<file path="src/rtl/eisenberg_grant_sched_pkg.sv">
// Shared types for the Eisenberg-McGuire scheduler and its model: requester activity,
// scheduler state and the modulo ring increment used to walk requester indices.
package eisenberg_grant_sched_pkg;

   typedef enum logic [1:0] {idle, waiting, active} activity_t;

   typedef enum logic [1:0] {IDLE, SCAN, GRANT, HAND} sched_state_t;

   function automatic int ring_inc(input int x, input int hiproc);
      return (x == hiproc) ? 0 : x + 1;
   endfunction

endpackage

</file>
<file path="src/rtl/eisenberg_grant_sched_if.sv">
// Requester-side bundle of the scheduler: level requests, release pulses, grant and status.
// The scheduler sits on the slave modport; the requester pool drives the master modport.
interface eisenberg_grant_sched_if #(
   parameter int HIPROC = 2,
   parameter int SELMSB = 1
);
   logic [HIPROC:0] req;
   logic [HIPROC:0] rel;
   logic [HIPROC:0] gnt;
   logic [SELMSB:0] turn;
   logic            busy;
   logic            overrun;

   modport master (output req, rel, input gnt, turn, busy, overrun);
   modport slave  (input req, rel, output gnt, turn, busy, overrun);
endinterface

</file>
<file path="src/rtl/eisenberg_ring_inc.sv">
// Combinational modulo-(HIPROC+1) increment of a requester index, zero latency.
// Pure function of its input; no flow control.
module eisenberg_ring_inc
   import eisenberg_grant_sched_pkg::*;
#(
   parameter int HIPROC = 2,
   parameter int SELMSB = 1
) (
   input  logic [SELMSB:0] x,
   output logic [SELMSB:0] y
);
   typedef logic [SELMSB:0] sel_t;

   assign y = sel_t'(ring_inc(int'(x), HIPROC));
endmodule

</file>
<file path="src/rtl/eisenberg_grant_sched.sv">
// Eisenberg-McGuire turn scheduler: one-hot grant 2+d edges after an idle request, d+1 after a release.
// No backpressure: req is a level, rel a pulse honoured only from the current grantee.
module eisenberg_grant_sched
   import eisenberg_grant_sched_pkg::*;
#(
   parameter int HIPROC  = 2,
   parameter int SELMSB  = 1,
   parameter int HOLDMSB = 3,
   parameter int MAXHOLD = 12
) (
   input logic                    clock,
   input logic                    reset,
   eisenberg_grant_sched_if.slave bus
);
   localparam int N = HIPROC + 1;

   typedef logic [SELMSB:0]  sel_t;
   typedef logic [HIPROC:0]  vec_t;
   typedef logic [HOLDMSB:0] hold_t;

   localparam sel_t  SCAN_LAST = sel_t'(HIPROC);
   localparam sel_t  HAND_LAST = sel_t'(HIPROC - 1);
   localparam hold_t HOLD_LIM  = hold_t'(MAXHOLD);

   activity_t    flag_q [N];
   activity_t    flag_d [N];
   sched_state_t state_q, state_d;
   sel_t         turn_q, turn_d;
   sel_t         j_q, j_d;
   sel_t         cnt_q, cnt_d;
   hold_t        hold_q, hold_d;
   vec_t         gnt_q, gnt_d;
   logic         ovr_q, ovr_d;

   logic         any_waiting;
   logic         j_waiting;
   logic         rel_hit;
   sel_t         inc_in, inc_out;

   always_comb begin
      any_waiting = 1'b0;
      for (int i = 0; i < N; i++) begin
         if (flag_q[i] == waiting) any_waiting = 1'b1;
      end
   end

   assign j_waiting = (flag_q[j_q] == waiting);
   assign rel_hit   = bus.rel[turn_q];
   assign inc_in    = (state_q == GRANT) ? turn_q : j_q;

   eisenberg_ring_inc #(
      .HIPROC (HIPROC),
      .SELMSB (SELMSB)
   ) u_inc (
      .x (inc_in),
      .y (inc_out)
   );

   always_comb begin
      state_d = state_q;
      turn_d  = turn_q;
      j_d     = j_q;
      cnt_d   = cnt_q;
      hold_d  = hold_q;
      gnt_d   = gnt_q;
      ovr_d   = ovr_q;

      // Free-running request tracking; the FSM below overrides the entering/leaving holder.
      for (int i = 0; i < N; i++) begin
         flag_d[i] = flag_q[i];
         case (flag_q[i])
            idle:    if (bus.req[i])  flag_d[i] = waiting;
            waiting: if (!bus.req[i]) flag_d[i] = idle;
            default: ;
         endcase
      end

      case (state_q)
         IDLE: begin
            if (any_waiting) begin
               state_d = SCAN;
               j_d     = turn_q;
               cnt_d   = '0;
            end
         end
         SCAN: begin
            if (j_waiting) begin
               flag_d[j_q] = active;
               turn_d      = j_q;
               gnt_d       = vec_t'(1) << j_q;
               hold_d      = '0;
               state_d     = GRANT;
            end else begin
               j_d   = inc_out;
               cnt_d = cnt_q + sel_t'(1);
               if (cnt_q == SCAN_LAST) state_d = IDLE;
            end
         end
         GRANT: begin
            if (rel_hit) begin
               flag_d[turn_q] = idle;
               gnt_d          = '0;
               j_d            = inc_out;
               cnt_d          = '0;
               state_d        = HAND;
            end else begin
               if (hold_q != '1)       hold_d = hold_q + hold_t'(1);
               if (hold_q >= HOLD_LIM) ovr_d  = 1'b1;
            end
         end
         HAND: begin
            // The releaser itself is never probed here; it is reached again via IDLE.
            if (j_waiting) begin
               turn_d  = j_q;
               state_d = SCAN;
            end else begin
               j_d   = inc_out;
               cnt_d = cnt_q + sel_t'(1);
               if (cnt_q == HAND_LAST) state_d = IDLE;
            end
         end
         default: state_d = IDLE;
      endcase
   end

   always_ff @(posedge clock) begin
      if (reset) begin
         state_q <= IDLE;
         turn_q  <= '0;
         j_q     <= '0;
         cnt_q   <= '0;
         hold_q  <= '0;
         gnt_q   <= '0;
         ovr_q   <= 1'b0;
         for (int i = 0; i < N; i++) flag_q[i] <= idle;
      end else begin
         state_q <= state_d;
         turn_q  <= turn_d;
         j_q     <= j_d;
         cnt_q   <= cnt_d;
         hold_q  <= hold_d;
         gnt_q   <= gnt_d;
         ovr_q   <= ovr_d;
         flag_q  <= flag_d;
      end
   end

   assign bus.gnt     = gnt_q;
   assign bus.turn    = turn_q;
   assign bus.busy    = (state_q != IDLE);
   assign bus.overrun = ovr_q;

endmodule

</file>
<file path="src/flat_wrapper.sv">
// flat-port wrapper written by rule: the top's interface ports become plain ports
module eisenberg_grant_sched_flat import eisenberg_grant_sched_pkg::*;
#(
   parameter int HIPROC  = 2,
   parameter int SELMSB  = 1,
   parameter int HOLDMSB = 3,
   parameter int MAXHOLD = 12
)
  (clock, reset, bus_req, bus_rel, bus_gnt, bus_turn, bus_busy, bus_overrun);
  eisenberg_grant_sched_if #(.HIPROC(HIPROC), .SELMSB(SELMSB)) bus_i ();
  input logic clock;
  input logic reset;
  input wire logic [$bits(bus_i.req)-1:0] bus_req;
  input wire logic [$bits(bus_i.rel)-1:0] bus_rel;
  output wire logic [$bits(bus_i.gnt)-1:0] bus_gnt;
  output wire logic [$bits(bus_i.turn)-1:0] bus_turn;
  output wire logic [$bits(bus_i.busy)-1:0] bus_busy;
  output wire logic [$bits(bus_i.overrun)-1:0] bus_overrun;
  assign bus_i.req = bus_req;
  assign bus_i.rel = bus_rel;
  assign bus_gnt = bus_i.gnt;
  assign bus_turn = bus_i.turn;
  assign bus_busy = bus_i.busy;
  assign bus_overrun = bus_i.overrun;
  eisenberg_grant_sched #(.HIPROC(HIPROC), .SELMSB(SELMSB), .HOLDMSB(HOLDMSB), .MAXHOLD(MAXHOLD)) u_core (.clock(clock), .reset(reset), .bus(bus_i));
endmodule
</file>
<file path="config.mk">
export PLATFORM = sky130hd
export DESIGN_NAME = eisenberg_grant_sched_flat
export DESIGN_NICKNAME = d
export VERILOG_FILES = /design/src/rtl/eisenberg_grant_sched_pkg.sv /design/src/rtl/eisenberg_grant_sched_if.sv /design/src/rtl/eisenberg_ring_inc.sv /design/src/rtl/eisenberg_grant_sched.sv /design/src/flat_wrapper.sv
export SDC_FILE = /design/constraint.sdc
export NUM_CORES = 1
export LEC_CHECK = 0
export CORE_ASPECT_RATIO = 1.75
export CORE_UTILIZATION = 35
export DETAILED_ROUTE_END_ITERATION = 6
export PLACE_DENSITY = 0.57
export SLEW_MARGIN = 10
export SYNTH_ARGS = -nofsm -noshare
export SYNTH_HDL_FRONTEND = slang
export SYNTH_SLANG_ARGS = --single-unit
</file>
<file path="constraint.sdc">
create_clock -name clock -period 4.4 [get_ports clock]
set_input_delay 0.88 -clock clock [delete_from_list [all_inputs] [get_ports clock]]
set_output_delay 0.88 -clock clock [all_outputs]
set_load 0.1 [all_outputs]
</file>
# After elaboration in Yosys (flattened, before gate mapping)
# Index checks and enable logic that the tools add are counted.
# op_classes
add_sub_neg	3
order_cmp	6
eq_ne	19
shifts	1
muxes	48
bitwise	8
reduce_logical	15
# ops
cell	n
2-bit two-way mux	24
2-bit by 1-bit == test with 1-bit output (second input constant)	6
4-bit two-way mux	3
6-bit two-way mux	2
2-bit case mux with 2 select lines	3
2-bit case mux with 3 select lines	2
6-bit case mux with 2 select lines	1
3-bit AND reduction	3
2-bit demux with 2-bit select	2
2-bit == test (second input constant)	4
2-bit logical NOT	4
2-bit case mux with 4 select lines	1
4-bit case mux with 2 select lines	1
4-bit AND reduction	2
6-bit bitwise AND	1
3-bit greater-or-equal comparator (second input constant)	2
3-bit by 1-bit less-than comparator with 1-bit output (second input constant)	2
3-bit two-way mux	2
2-bit by 1-bit inequality test with 1-bit output (second input constant)	3
2-bit inequality test (second input constant)	3
3-bit by 1-bit inequality test with 1-bit output (second input constant)	2
2-bit NOT with 3-bit output	2
6-bit NOT	1
3-bit case mux with 2 select lines	1
17 further kinds	23
# word_totals
regBits	22
in_bits	8
output_inout_bits	7
wordCells	110

# Longest topological paths before layout
# depth
ltp_word	9
ltp_mapped	7
mapped_depth_nobuf	6

# By module
# Synthesis repeated with hierarchy kept, for this count alone.
# hier_totals
hier_cells	170
hier_area_um2	1443.9
# by_module_without_submodules
mod	n_inst	cells_per_inst	area_per_inst_um2	seq_area_each_um2
eisenberg_grant_sched	1	168	1431.4	440.4
eisenberg_ring_inc	1	2	12.5	0.0

# Worst setup path before layout
# OpenSTA, ideal clock, no wires.
# synth_timing
kind	reg-to-reg
from	register u_core.turn_q[1], in the netlist u_core.bus.turn[1]
to	register u_core.hold_q[0]
setup_ns	0.075
arrival_time_ns	2.167
t_required_ns	4.325
setup_slack_ns	2.158
path_stages_with_launch	6
period_less_slack_ns	2.242
path_cell_list	dfxtp_1 clkbuf_2 mux2i_1 o211ai_1 or3_1 o22ai_1
# synth_between
elab_chain_len	4
# synth_lines
element	line_no	source
start: declaration	eisenberg_grant_sched.sv:28	sel_t turn_q, turn_d;
start signal: assignment	eisenberg_grant_sched.sv:138	turn_q <= turn_d;
1-bit binary-select mux with 2-bit select	eisenberg_grant_sched.sv:48	assign rel_hit = bus.rel[turn_q];
1-bit two-way mux (implied by the code)	eisenberg_grant_sched.sv:48	
2-bit inequality test (no line)	-	
4-bit AND reduction (no line)	-	
end signal: assignment	eisenberg_grant_sched.sv:141	hold_q <= hold_d;
end: declaration	eisenberg_grant_sched.sv:31	hold_t hold_q, hold_d;
# No other way between the ends. The select of a mux whose other input is x is not followed.
# A chain may end at the register's enable or synchronous reset.

# Final worst setup path
# layout_timing
from	register u_core.state_q[0]
to	output bus_busy
# layout_between
elab_chain_len	1
# layout_lines
element	line_no	source
start: declaration	eisenberg_grant_sched.sv:27	sched_state_t state_q, state_d;
start signal: assignment	eisenberg_grant_sched.sv:137	state_q <= state_d;
2-bit nonzero test	eisenberg_grant_sched.sv:150	assign bus.busy = (state_q != IDLE);
end: declaration	flat_wrapper.sv:17	output wire logic [$bits(bus_i.busy)-1:0] bus_busy;
# No other way between the ends.

==> run summary <==
top_reg_cell synth: dfxtp_1
area leader, netlist: dfxtp_1
DP Wirelength: 2863 µm
CP most frequent cell: inv_1
required time of the critical path: 3.52 ns
vias: 1378
min-delay src: u_core.bus.overrun
Slew headroom: 35.23%
Worst R2R Setup Slack: 2.28 ns
post-synthesis cell area: 0.001485 mm²
first-pass GRT wire length: 6141 µm
FF-to-FF path depth: 5
Period Utilization, post-route: 75.32%
Syn Area/Cell: 9.001 µm²
chip height: 88.17 µm
hold path cells: 2
cell count after synthesis: 165
WL final: 3780 µm
DRC: 0
Yosys reg bits: 22
crit path buf inv count: 3
DRT iter0 DRCs: 33
Worst EP arrival: 2.43 ns
FILL cells: 460
GR Layer Usage met3: 2.431%
CTS tree: done
CTS Buf Count: 3
CP Launch Type: flop
grt total ovfl: 0
sequential cell area fraction in the yosys report: 29.65%
min Tclk post-route: 3.314 ns
ANT nets after route: 0
unrepaired setup endpoints after global routing: false
Setup TNS: 0 ns
Crit Path Max Fanout: 5
slowest CP cell: clkdlybuf4s50_1
worst vdd ir: 0.0001719 V
crit path capture type: output pin
Clock transition at path regs: 0.09 ns
row count: 31
Die Footprint: 0.004518 mm²
CTS root buffer: clkbuf_8
met2 usage: 31.58%
Reg area: 440.4 µm²
reg-to-reg startpoint: u_core.state_q[0]
DR vias/cell: 6.152
Synth top area share: 29.65%
maximum capacitance violations: 0
multi-input combinational cell area: 947.2 µm²
worst hold endpoint: u_core.bus.overrun
Setup CP Type: reg -> out
fin area: 0.001697 mm²
FF-to-FF End: u_core.hold_q[1]
synth top area cells: dfxtp_1 (30%), ha_1 (5.9%), mux2i_1 (4.7%), a21oi_1 (3.4%), a211oi_1 (3.0%)
ratio of cells with drive above 1 in the final layout: 11.43%
GPL Wtd Cong: 0.8705
Core ar.: 0.004111 mm²
largest net degree at the start of global routing: 23
PwrDens: 467.7 mW/mm²
YS warnings: 0
clk_lat worst skew: 0.27 ns
ys async rst share: 0%
Pins Over Slew Limit: 0
initial antenna violation count: 0
cts hold-fix bufs: 0
Num Clock Sinks: 22
nets: 191
status: completed
Pre-antenna DRT Iters: 4
Post-synth EDFFs: 0
Hold/Removal Path Class: reg -> reg
Syn Nets: 180
Synth cell types: 49
start point of the critical path: u_core.state_q[0]
fmax: 301.7 MHz
CP cell instances: inv_1 -> ha_1 -> inv_1 -> clkdlybuf4s50_1
area grow syn2layout: 14.24%
leakage power: 0.5729 nW
Final Hold Fails: 0
max incr delay on CP: 1.18 ns
met1 usage in global routing: 19.02%
GRT Total Usage: 18.15%
PostCTS Resize Cnt: 0
Setup Fix Bufs, Post-CTS: 0
CTS max path bufs: 2
DP Area: 0.001642 mm²
Die X: 51.24 µm
Routed WL per cell: 16.88 µm
Setup-failing EPs final: 0
gr busiest metal: met2
vias in the first global route: 1334
Boundary Pins: 15
Top delay family on crit path: buffers and inverters
Starting Density: 36.12%
Tightest Pin Transition: 0.9685 ns
PortBufs: 14
Ant. Diodes: 0
skew final: 0.007195 ns
CTS H-tree lvls: 1
worst max path at each step:
stage / endpoint / depth (start not counted)
after floorplan: u_core.hold_q[0] / 5
after global placement: bus_busy / 4
after detailed placement: bus_busy / 4
after CTS: bus_busy / 4
after global routing: bus_busy / 4
final: bus_busy / 4
registers in the layout, indices dropped and copies added, names as in the netlist, named ones only:
signal,cells
u_core.bus.gnt,3
u_core.bus.overrun,1
u_core.bus.turn,2
u_core.cnt_q,2
u_core.flag_q,6
u_core.hold_q,4
u_core.j_q,2
u_core.state_q,1
area by class of cell:
type                            count  share of cell area [%]
Clock buffer                        4                   3.245
Tap cell                           49                   3.614
Timing Repair Buffer               15                   8.702
Multi-Input combinational cell    122                   55.83
Inverter                           12                   2.655
Sequential cell                    22                   25.96
per-stage QoR:
step           worst slack (ns)  utilization, %  power (mW)  std cells  hold slack [ns]
2_1_floorplan             2.158               -      0.5621        165           0.4715
3_3_place_gp              1.476           39.93      0.6327        220           0.4665
3_5_place_dp              1.418           39.93      0.6405        220           0.4732
4_1_cts                   1.116           41.27      0.7914        224           0.4877
5_1_grt                   1.021           41.27      0.8346        224           0.5205
6_report                  1.086           41.27      0.7935        224           0.4887
where the power goes:
group / switching, mW / internal (mW) / leakage [nW]
Clock: 0.0705 / 0.0799 / 0.0288
Combinational: 0.254 / 0.129 / 0.365
Sequential: 0.0369 / 0.223 / 0.179
placed cells by master, fill, tap and decap left out, drive strengths merged, types with 4 or more instances in the layout:
| master | count |
|---|---|
| nor2 | 9 |
| a21oi | 10 |
| a211oi | 6 |
| inv | 12 |
| o21ai | 6 |
| mux2i | 7 |
| nor2b | 4 |
| nand2 | 7 |
| dfxtp | 22 |
| o311ai | 4 |
| clkbuf | 4 |
| nand3 | 10 |
| or3 | 4 |
| ha | 7 |
| clkdlybuf4s50 | 14 |
worst register-to-register path: stages, from the launching register on:
cell and delay (ns):
dfxtp_1 0.41, ha_1 0.43, inv_1 0.24, o41ai_4 0.62, a21oi_1 0.12, o32ai_1 0.23
routing by layer:
| metal | routed length [µm] | vias to the layer above |
|---|---|---|
| li1 | - | 652 |
| met1 | 1447 | 651 |
| met2 | 1938 | 55 |
| met3 | 156 | 20 |
| met4 | 237 | 0 |
| met5 | 0 | - |
cell families (layout without fill, tap and decap cells):
group           after synthesis  count (layout)  synth area share (%)
simple gates                 60              60                 27.21
compound gates               48              48                 25.95
flops                        22              22                 29.65
buf+inv                      21              31                 6.570
fa+ha+maj                     7               7                 5.897
mux                           7               7                 4.718
cell usage after synthesis (all sizes together), types with 2 or more instances:
| cell | instances |
|---|---|
| dfxtp | 22 |
| inv | 12 |
| a21oi | 10 |
| nand3 | 10 |
| nor2 | 9 |
| ha | 7 |
| mux2i | 7 |
| nand2 | 7 |
| a211oi | 6 |
| o21ai | 6 |
| clkbuf | 5 |
| buf | 4 |
| nor2b | 4 |
| o311ai | 4 |
| or3 | 4 |
| a31oi | 3 |
| nand2b | 3 |
| nor3 | 3 |
| nor4 | 3 |
| o211ai | 3 |
| o41ai | 3 |
| a31o | 2 |
| a41oi | 2 |
| and3b | 2 |
| and4bb | 2 |
| nand3b | 2 |
| nand4 | 2 |
| o22ai | 2 |
| o32ai | 2 |
| or4bb | 2 |
(Power assumes the default switching activity.)
